==> src/rtl/pkt_burst_reader.sv <==
`default_nettype none
// ============================================================================
//  Module   : pkt_burst_reader
//  Purpose  : Avalon-MM burst read master. Fetches one packet from host
//             memory in the byte range [pkt_begin, pkt_end) and writes its
//             words into a capture FIFO. The packet is split into bursts of at
//             most MAX_BURST beats. A burst is issued only when the FIFO
//             reports room for the whole burst.
//  Ports    : clk, reset (sync, active-low)
//             start/pkt_begin/pkt_end      packet request
//             busy/done/words_read         status
//             fifo_space/fifo_data/fifo_wr capture FIFO side
//             address/read/burstcount/waitrequest/readdata/readdatavalid
//                                          Avalon-MM read master side
//  Revision : 1.0 - initial release
// ============================================================================
module pkt_burst_reader #(
  parameter int DATA_W    = 32,
  parameter int ADDR_W    = 32,
  parameter int MAX_BURST = 16,
  parameter int BCNT_W    = 11,
  parameter int SPACE_W   = 10
) (
  input  logic               clk,
  input  logic               reset,
  input  logic               start,
  input  logic [ADDR_W-1:0]  pkt_begin,
  input  logic [ADDR_W-1:0]  pkt_end,
  output logic               busy,
  output logic               done,
  output logic [15:0]        words_read,
  input  logic [SPACE_W-1:0] fifo_space,
  output logic [DATA_W-1:0]  fifo_data,
  output logic               fifo_wr,
  output logic [ADDR_W-1:0]  address,
  output logic               read,
  output logic [BCNT_W-1:0]  burstcount,
  input  logic               waitrequest,
  input  logic [DATA_W-1:0]  readdata,
  input  logic               readdatavalid
);

  localparam int c_BYTES = DATA_W / 8;
  localparam int c_SHIFT = $clog2(c_BYTES);

  localparam logic [ADDR_W-1:0] c_LOW_MASK = ADDR_W'(c_BYTES - 1);
  localparam logic [ADDR_W:0]   c_ROUND    = (ADDR_W + 1)'(c_BYTES - 1);

  localparam logic [1:0] c_IDLE  = 2'd0;
  localparam logic [1:0] c_ISSUE = 2'd1;
  localparam logic [1:0] c_DATA  = 2'd2;
  localparam logic [1:0] c_DONE  = 2'd3;

  logic [1:0]        r_state;
  logic [ADDR_W-1:0] r_addr;
  logic [15:0]       r_remaining;
  logic [BCNT_W-1:0] r_len;
  logic [BCNT_W-1:0] r_beats;

  logic [ADDR_W-1:0] w_begin_al;
  logic [ADDR_W:0]   w_span;
  logic [ADDR_W:0]   w_words;
  logic [15:0]       w_start_rem;
  logic [15:0]       w_len;
  logic [BCNT_W-1:0] w_len_b;
  logic              w_room;
  logic              w_last_beat;
  logic [15:0]       w_rem_next;
  logic [ADDR_W-1:0] w_addr_step;

  assign w_begin_al = pkt_begin & ~c_LOW_MASK;
  // One extra bit so the round-up addend cannot wrap a near-full span.
  assign w_span      = {1'b0, pkt_end - w_begin_al} + c_ROUND;
  assign w_words     = w_span >> c_SHIFT;
  assign w_start_rem = 16'(w_words);

  assign w_len   = (r_remaining > 16'(MAX_BURST)) ? 16'(MAX_BURST) : r_remaining;
  assign w_len_b = BCNT_W'(w_len);
  assign w_room  = 32'(fifo_space) >= 32'(w_len);

  assign w_last_beat = readdatavalid && (r_beats == (r_len - BCNT_W'(1)));
  assign w_rem_next  = r_remaining - 16'(r_len);
  assign w_addr_step = ADDR_W'(r_len) << c_SHIFT;

  always_ff @(posedge clk) begin
    if (!reset) begin
      r_state     <= c_IDLE;
      r_addr      <= '0;
      r_remaining <= '0;
      r_len       <= '0;
      r_beats     <= '0;
      busy        <= 1'b0;
      done        <= 1'b0;
      words_read  <= '0;
      fifo_data   <= '0;
      fifo_wr     <= 1'b0;
      address     <= '0;
      read        <= 1'b0;
      burstcount  <= '0;
    end else begin
      fifo_wr <= 1'b0;
      done    <= 1'b0;
      case (r_state)
        c_IDLE: begin
          if (start) begin
            r_addr      <= w_begin_al;
            r_remaining <= w_start_rem;
            words_read  <= '0;
            busy        <= 1'b1;
            r_state     <= (w_start_rem == 16'd0) ? c_DONE : c_ISSUE;
          end
        end
        c_ISSUE: begin
          if (read) begin
            // Command is frozen while stalled, regardless of fifo_space.
            if (!waitrequest) begin
              read    <= 1'b0;
              r_beats <= '0;
              r_state <= c_DATA;
            end
          end else if (w_room) begin
            read       <= 1'b1;
            address    <= r_addr;
            burstcount <= w_len_b;
            r_len      <= w_len_b;
          end
        end
        c_DATA: begin
          if (readdatavalid) begin
            fifo_wr    <= 1'b1;
            fifo_data  <= readdata;
            words_read <= words_read + 16'd1;
            r_beats    <= r_beats + BCNT_W'(1);
            if (w_last_beat) begin
              r_remaining <= w_rem_next;
              r_addr      <= r_addr + w_addr_step;
              r_state     <= (w_rem_next == 16'd0) ? c_DONE : c_ISSUE;
            end
          end
        end
        c_DONE: begin
          // done and busy update together so the pulse coincides with busy=0.
          done    <= 1'b1;
          busy    <= 1'b0;
          r_state <= c_IDLE;
        end
        default: r_state <= c_IDLE;
      endcase
    end
  end

endmodule
`default_nettype wire

==> config.mk <==
export PLATFORM = sky130hd
export DESIGN_NAME = pkt_burst_reader
export DESIGN_NICKNAME = d
export VERILOG_FILES = /design/src/rtl/pkt_burst_reader.sv
export SDC_FILE = /design/constraint.sdc
export NUM_CORES = 1
export LEC_CHECK = 0
export ABC_CLOCK_PERIOD_IN_PS = 3350
export CORE_ASPECT_RATIO = 0.6
export CORE_MARGIN = 4
export CORE_UTILIZATION = 30
export CTS_CLUSTER_DIAMETER = 80
export CTS_CLUSTER_SIZE = 20
export DETAILED_ROUTE_END_ITERATION = 10
export GPL_TIMING_DRIVEN = 0
export SETUP_SLACK_MARGIN = 0.1
export SLEW_MARGIN = 5
export SYNTH_ARGS = -nofsm -noshare
export SYNTH_HDL_FRONTEND = slang
export SYNTH_SLANG_ARGS = --single-unit
==> constraint.sdc <==
create_clock -name clk -period 3.35 [get_ports clk]
set_input_delay 0.5025 -clock clk [delete_from_list [all_inputs] [get_ports clk]]
set_output_delay 0.5025 -clock clk [all_outputs]
set_load 0.02 [all_outputs]
# Word-level counts from Yosys, hierarchy flattened
# Index checks and enable logic that the tools add are counted.
[classes]
addsub = 7
n_lt_le_gt_ge = 2
eq_ne = 9
n_mux = 31
bitwise = 1
reduce_logical = 15
[op_table]
columns = ["cell", "n"]
rows = [
  ["16-bit 2-to-1 mux", 6],
  ["32-bit 2-to-1 mux", 3],
  ["16-bit case mux with 2 select lines", 2],
  ["32-bit case mux with 2 select lines", 1],
  ["11-bit 2-to-1 mux", 3],
  ["32-bit by 13-bit adder with 32-bit output", 1],
  ["16-bit zero test", 2],
  ["11-bit case mux with 2 select lines", 1],
  ["18-bit by 2-bit adder with 18-bit output, second input constant", 1],
  ["18-bit subtractor", 1],
  ["16-bit by 1-bit adder with 16-bit output, second input constant", 1],
  ["10-bit by 16-bit >= comparator with 1-bit output", 1],
  ["16-bit by 5-bit greater-than comparator with 1-bit output, second input constant", 1],
  ["16-bit by 11-bit subtractor with 16-bit output", 1],
  ["2-bit 2-to-1 mux", 7],
  ["11-bit by 1-bit adder with 11-bit output, second input constant", 1],
  ["11-bit == test", 1],
  ["11-bit by 1-bit subtractor with 11-bit output, second input constant", 1],
  ["2-bit != test, second input constant", 5],
  ["2-bit case mux with 4 select lines", 1],
  ["4-bit AND reduction", 2],
  ["1-bit 2-to-1 mux", 6],
  ["2-bit AND reduction", 3],
  ["3-bit AND reduction", 2],
  ["other kinds (8)", 11],
]
[word_totals]
regBits = 156
in_bits = 111
output_inout_bits = 95
wordCells = 77

# Longest topological paths before layout
[logic_depth]
ltp_word = 6
depth_mapped = 14
depth_no_buf = 12

# Least setup slack after synthesis
# OpenSTA, ideal clock, no wires.
[synth_timing]
kind = "register to register"
from = "reg r_remaining[1]"
to = "reg address[10]"
setup_ns = 0.070
arrival_ns = 3.100
t_required_ns = 3.280
slack_ns = 0.180
stages_incl_launch_ff = 13
n_path_buf = 1
period_less_slack_ns = 3.170
cell_sequence = "dfxtp_1 or4_1 a21oi_1 nand2_1 ha_1 a21o_1 a21o_1 a21o_1 a21o_1 a221oi_1 clkbuf_1 o21ai_0 a21oi_1"
[synth_between]
elab_chain_cells = 4
[synth_lines]
columns = ["item", "line_no", "source"]
rows = [
  ["start, declared", "56", "logic [15:0] r_remaining;"],
  ["start signal, assigned", "107", "r_remaining <= w_start_rem;"],
  ["start signal, assigned", "135", "r_remaining <= w_rem_next;"],
  ["16-bit by 5-bit greater-than comparator with 1-bit output", "77", "assign w_len = (r_remaining > 16'(MAX_BURST)) ? 16'(MAX_BURST) : r_remaining;"],
  ["16-bit 2-to-1 mux (*)", "77", ""],
  ["10-bit by 16-bit >= comparator with 1-bit output (*)", "79", "assign w_room = 32'(fifo_space) >= 32'(w_len);"],
  ["3-bit AND reduction (no source line) (*)", "n/a", ""],
  ["end signal, assigned", "123", "address <= r_addr;"],
  ["end, declared", "35", "output logic [ADDR_W-1:0] address,"],
]
# Mark *: on every way between the ends. The rest lies on a longest branch, timed or not.
# A chain may end at the register's enable or synchronous reset.

# Final worst setup path
[layout_timing]
from = "in pkt_begin[4]"
to = "reg r_state[1]"
[layout_between]
elab_chain_cells = 6
[layout_lines]
columns = ["item", "line_no", "source"]
rows = [
  ["start, declared", "27", "input logic [ADDR_W-1:0] pkt_begin,"],
  ["18-bit subtractor", "73", "assign w_span = {1'b0, pkt_end - w_begin_al} + c_ROUND;"],
  ["18-bit by 2-bit adder with 18-bit output", "73", ""],
  ["16-bit zero test", "110", "r_state <= (w_start_rem == 16'd0) ? c_DONE : c_ISSUE;"],
  ["2-bit 2-to-1 mux", "110", ""],
  ["2-bit 2-to-1 mux", "105", "if (start) begin"],
  ["2-bit case mux with 4 select lines", "103", "case (r_state)"],
  ["end signal, assigned", "110", ""],
  ["end signal, assigned", "119", "r_state <= c_DATA;"],
  ["end signal, assigned", "137", "r_state <= (w_rem_next == 16'd0) ? c_DONE : c_ISSUE;"],
  ["end, declared", "54", "logic [1:0] r_state;"],
]
# No other way between the ends. The select of a mux whose other input is x is not followed.

==> results.toml <==
[outcome]
status = "finished, final reports clean"

[yosys]
synth_edf_count = 0
ys_ff_latch = 152
ys_seq_area_share_pct = 32.2
async_flop_share_pct = 0
ys_warn_count = 0
synth_compound_area_share_pct = 24.8
synth_top_family_by_area = "compound AO/OA/AOI/OAI gates"
synth_fa_ha_area_share_pct = 9.25
synth_xor_area_share_pct = 4.45
yosys.area_share.simple_pct = 23.8
synth_cells = 1217
synth_top_flop_cell = "dfxtp_1"
synth.distinct_cells = 69
synthMuxAreaShare_pct = 0.437
avgSynthCellArea_um2 = 7.76
syn-cell-area_um2 = 9440

[critical_path]
critical-path-top-delay-family = "compound AO/OA/AOI/OAI gates"
cp_num_buf_inv = 2
cpMostUsedCell = "ha_1"
critPathArrivalTime_ps = 3700
r2r_cells = 15
endpoint_kind = "register"
crit_fanout = 4
critPathKind = "in -> reg"
crit_slowest_cell = "clkdlybuf4s50_1"
regToRegStartpoint = "r_remaining[8]"
reg2reg_slack_ps = 40
r2r-end = "address[21]"
crit_path_max_incr_delay_ps = 670
cp-start-kind = "input pin"
crit_chain = "clkdlybuf4s50_1 -> inv_1 -> ha_1 -> ha_1 -> and3_1 -> or3_1 -> a211oi_2 -> o211ai_1 -> a21o_1 -> a211oi_1 -> and4b_1 -> a31o_2"
crit_required_ps = 3740

[sta]
slew_headroom_pct = 32.1
setup_tns_ps = 0
timing.fmax_mhz = 302
final_hold_viol_count = 0
period_share_pct = 98.8
period_minus_slack_ps = 3310
rsz0062_at_grt = "true"
setup_violations = 0
fin_skew_ps = 13.9
final_max_slew_viol_count = 0
tightest_slew_ps = 1010

[placed_design]
placed_area_um2 = 11800
gp_congestion = 0.947
port_buffers = 186
dp_hpwl_mm = 28.2

[global_routing]
grt_pass1_wl_mm = 55.9
first_global_vias = 9499
gr-total-overflow = 0
track_usage_pct = 20.5
grt_max_degree = 17
grt_antenna_before_repair = 1

[clock_network]
numCtsBuffers = 17
clock_path_buffers = 2
cts_tree = "yes"
hold_buffers = 0
cts.clk_slew.worst_paths_ps = 70
cts-root-buf = "clkbuf_16"
clock-sinks = 152
htreeDepth = 4
clk_latency_ps = 450

[die]
die_h_um = 145
row_count = 49
ios = 206
dieArea_um2 = 34500
die_w_um = 237
initial_core_util_pct = 31.0
core-area_um2 = 30500

[final_layout]
final_common_cell = "clkdlybuf4s50_1"
post-route-util_pct = 43.0
area_growth_pct = 38.7
drive_gt1_share_pct = 10.8
final_cell_mix = "clkdlybuf4s50_1 (185), dfxtp_1 (142), nand2_1 (132), a21oi_1 (113), nor2_1 (99)"
nets = 1623
design_area_um2 = 13100

[route]
drt_iter0_markers = 1078
met1_length_mm = 17.6
met2WireLength_mm = 15.0
wl_per_cell_um = 19.9
drc = 0
wl_mm = 37.1
via_count = 10324
met3WireLength_mm = 3.49
drt_pass1_iterations = 5
vias_per_cell = 5.53
top_layer = "met4"
ant_nets = 0

[min_path]
hp-start = "fifo_data[12]"
hold_depth = 2
min_to = "fifo_data[12]"
min_path_type = "reg -> reg"

[power_and_ir_drop]
fin_total_pwr_mw = 6.08
p_leak_nw = 4.99
peakVddDrop_mv = 0.356
powerDensity_nw_per_um2 = 464

[job]
drv_cap = 0
where the power goes:
group | leakage [nW] | internal (mW) | switching (mW)
Sequential | 1.24 | 1.92 | 0.132
Clock | 0.324 | 1.40 | 0.800
Combinational | 3.43 | 0.759 | 1.07
Total | 4.99 | 4.08 | 2.00
cell type report:
class	count	area [µm²]
fillers	3092	17400
multi-input cells	951	6240
flip-flops and latches	152	3060
repair buffers	203	2050
well taps	408	510
clock buffers	24	492
plain buffers	72	393
inverters	47	179
clock inverters	8	165
diodes	1	2.50
stage by stage:
stage | hold slack, ps | std cells | setup slack [ps]
after floorplan | 451 | 1222 | 180
after global placement | 442 | 1816 | -1470
after detailed placement | 446 | 1817 | -840
after CTS | 453 | 1855 | 93.0
after global routing | 469 | 1866 | -56.9
final | 453 | 1866 | 41.6
flip-flops by register name, indices dropped and copies added (netlist names):
| register | flops |
|---|---|
| fifo_data | 32 |
| address | 30 |
| r_addr | 30 |
| r_remaining | 16 |
| words_read | 16 |
| r_beats | 11 |
| r_len | 11 |
| r_state | 2 |
| busy | 1 |
| done | 1 |
| fifo_wr | 1 |
| read | 1 |
worst min-delay path: cells and delay by family (launching register included):
family             cells  cell delay [ps]
and+or+nand+nor        1               50
AOI/OAI and AO/OA      1               50
DFF                    1              310
cells by family after synthesis:
group,Yosys count
buf+inv,119
fa+ha+maj,68
simple gates,460
mux,4
xor+xnor,48
compound gates,364
other cells,2
flops,152
worst max path at each step:
stage | depth (start not counted) | start | to | slack, ps
3_5_place_dp | 14 | r_remaining[11] | address[13] | -840
2_1_floorplan | 12 | r_remaining[1] | address[10] | 180
5_1_grt | 13 | pkt_begin[6] | r_state[1] | -60
4_1_cts | 15 | r_remaining[8] | address[13] | 90
3_3_place_gp | 13 | r_remaining[11] | address[10] | -1470
6_report | 12 | pkt_begin[4] | r_state[1] | 40
Yosys cell counts (all sizes together), types with 4 or more instances:
cell,n,area (µm²)
a2111oi,5,50.0
a211oi,13,97.6
a21o,22,165
a21oi,129,649
a221oi,7,61.3
a311oi,8,70.1
a31o,4,35.0
a31oi,14,87.6
and2,11,68.8
and3,27,169
and4,5,43.8
buf,18,93.8
clkbuf,54,203
dfxtp,152,3040
ha,65,813
inv,47,176
nand2,134,503
nand2b,18,113
nand3,61,305
nand4,19,119
nand4b,5,43.8
nor2,99,372
nor2b,11,68.8
nor3,30,150
nor4,6,37.5
o211a,7,70.1
o211ai,8,60.1
o21a,10,75.1
o21ai,75,375
o21bai,4,30.0
o221a,11,124
o22ai,5,31.3
o31a,5,43.8
o31ai,9,67.6
o32ai,5,43.8
or2,4,25.0
or3,15,93.8
or4,5,37.5
xnor2,23,201
xor2,25,219
routing by layer:
layer,up-vias,global-route usage [%]
met5,-,0
met4,0,6.77
met3,68,4.36
met2,451,28.6
met1,4916,31.2
li1,4889,-
what timing repair did:
| item | 4_1_cts | 5_1_grt |
|---|---|---|
| pin swaps | 15 | 18 |
| gates resized for setup | 64 | 65 |
| setup buffers | 6 | 5 |
| hold endpoints to repair | 0 | 0 |
| setup endpoints to repair | 104 | 87 |
| cloned | 0 | 5 |
(Power assumes the default switching activity.)
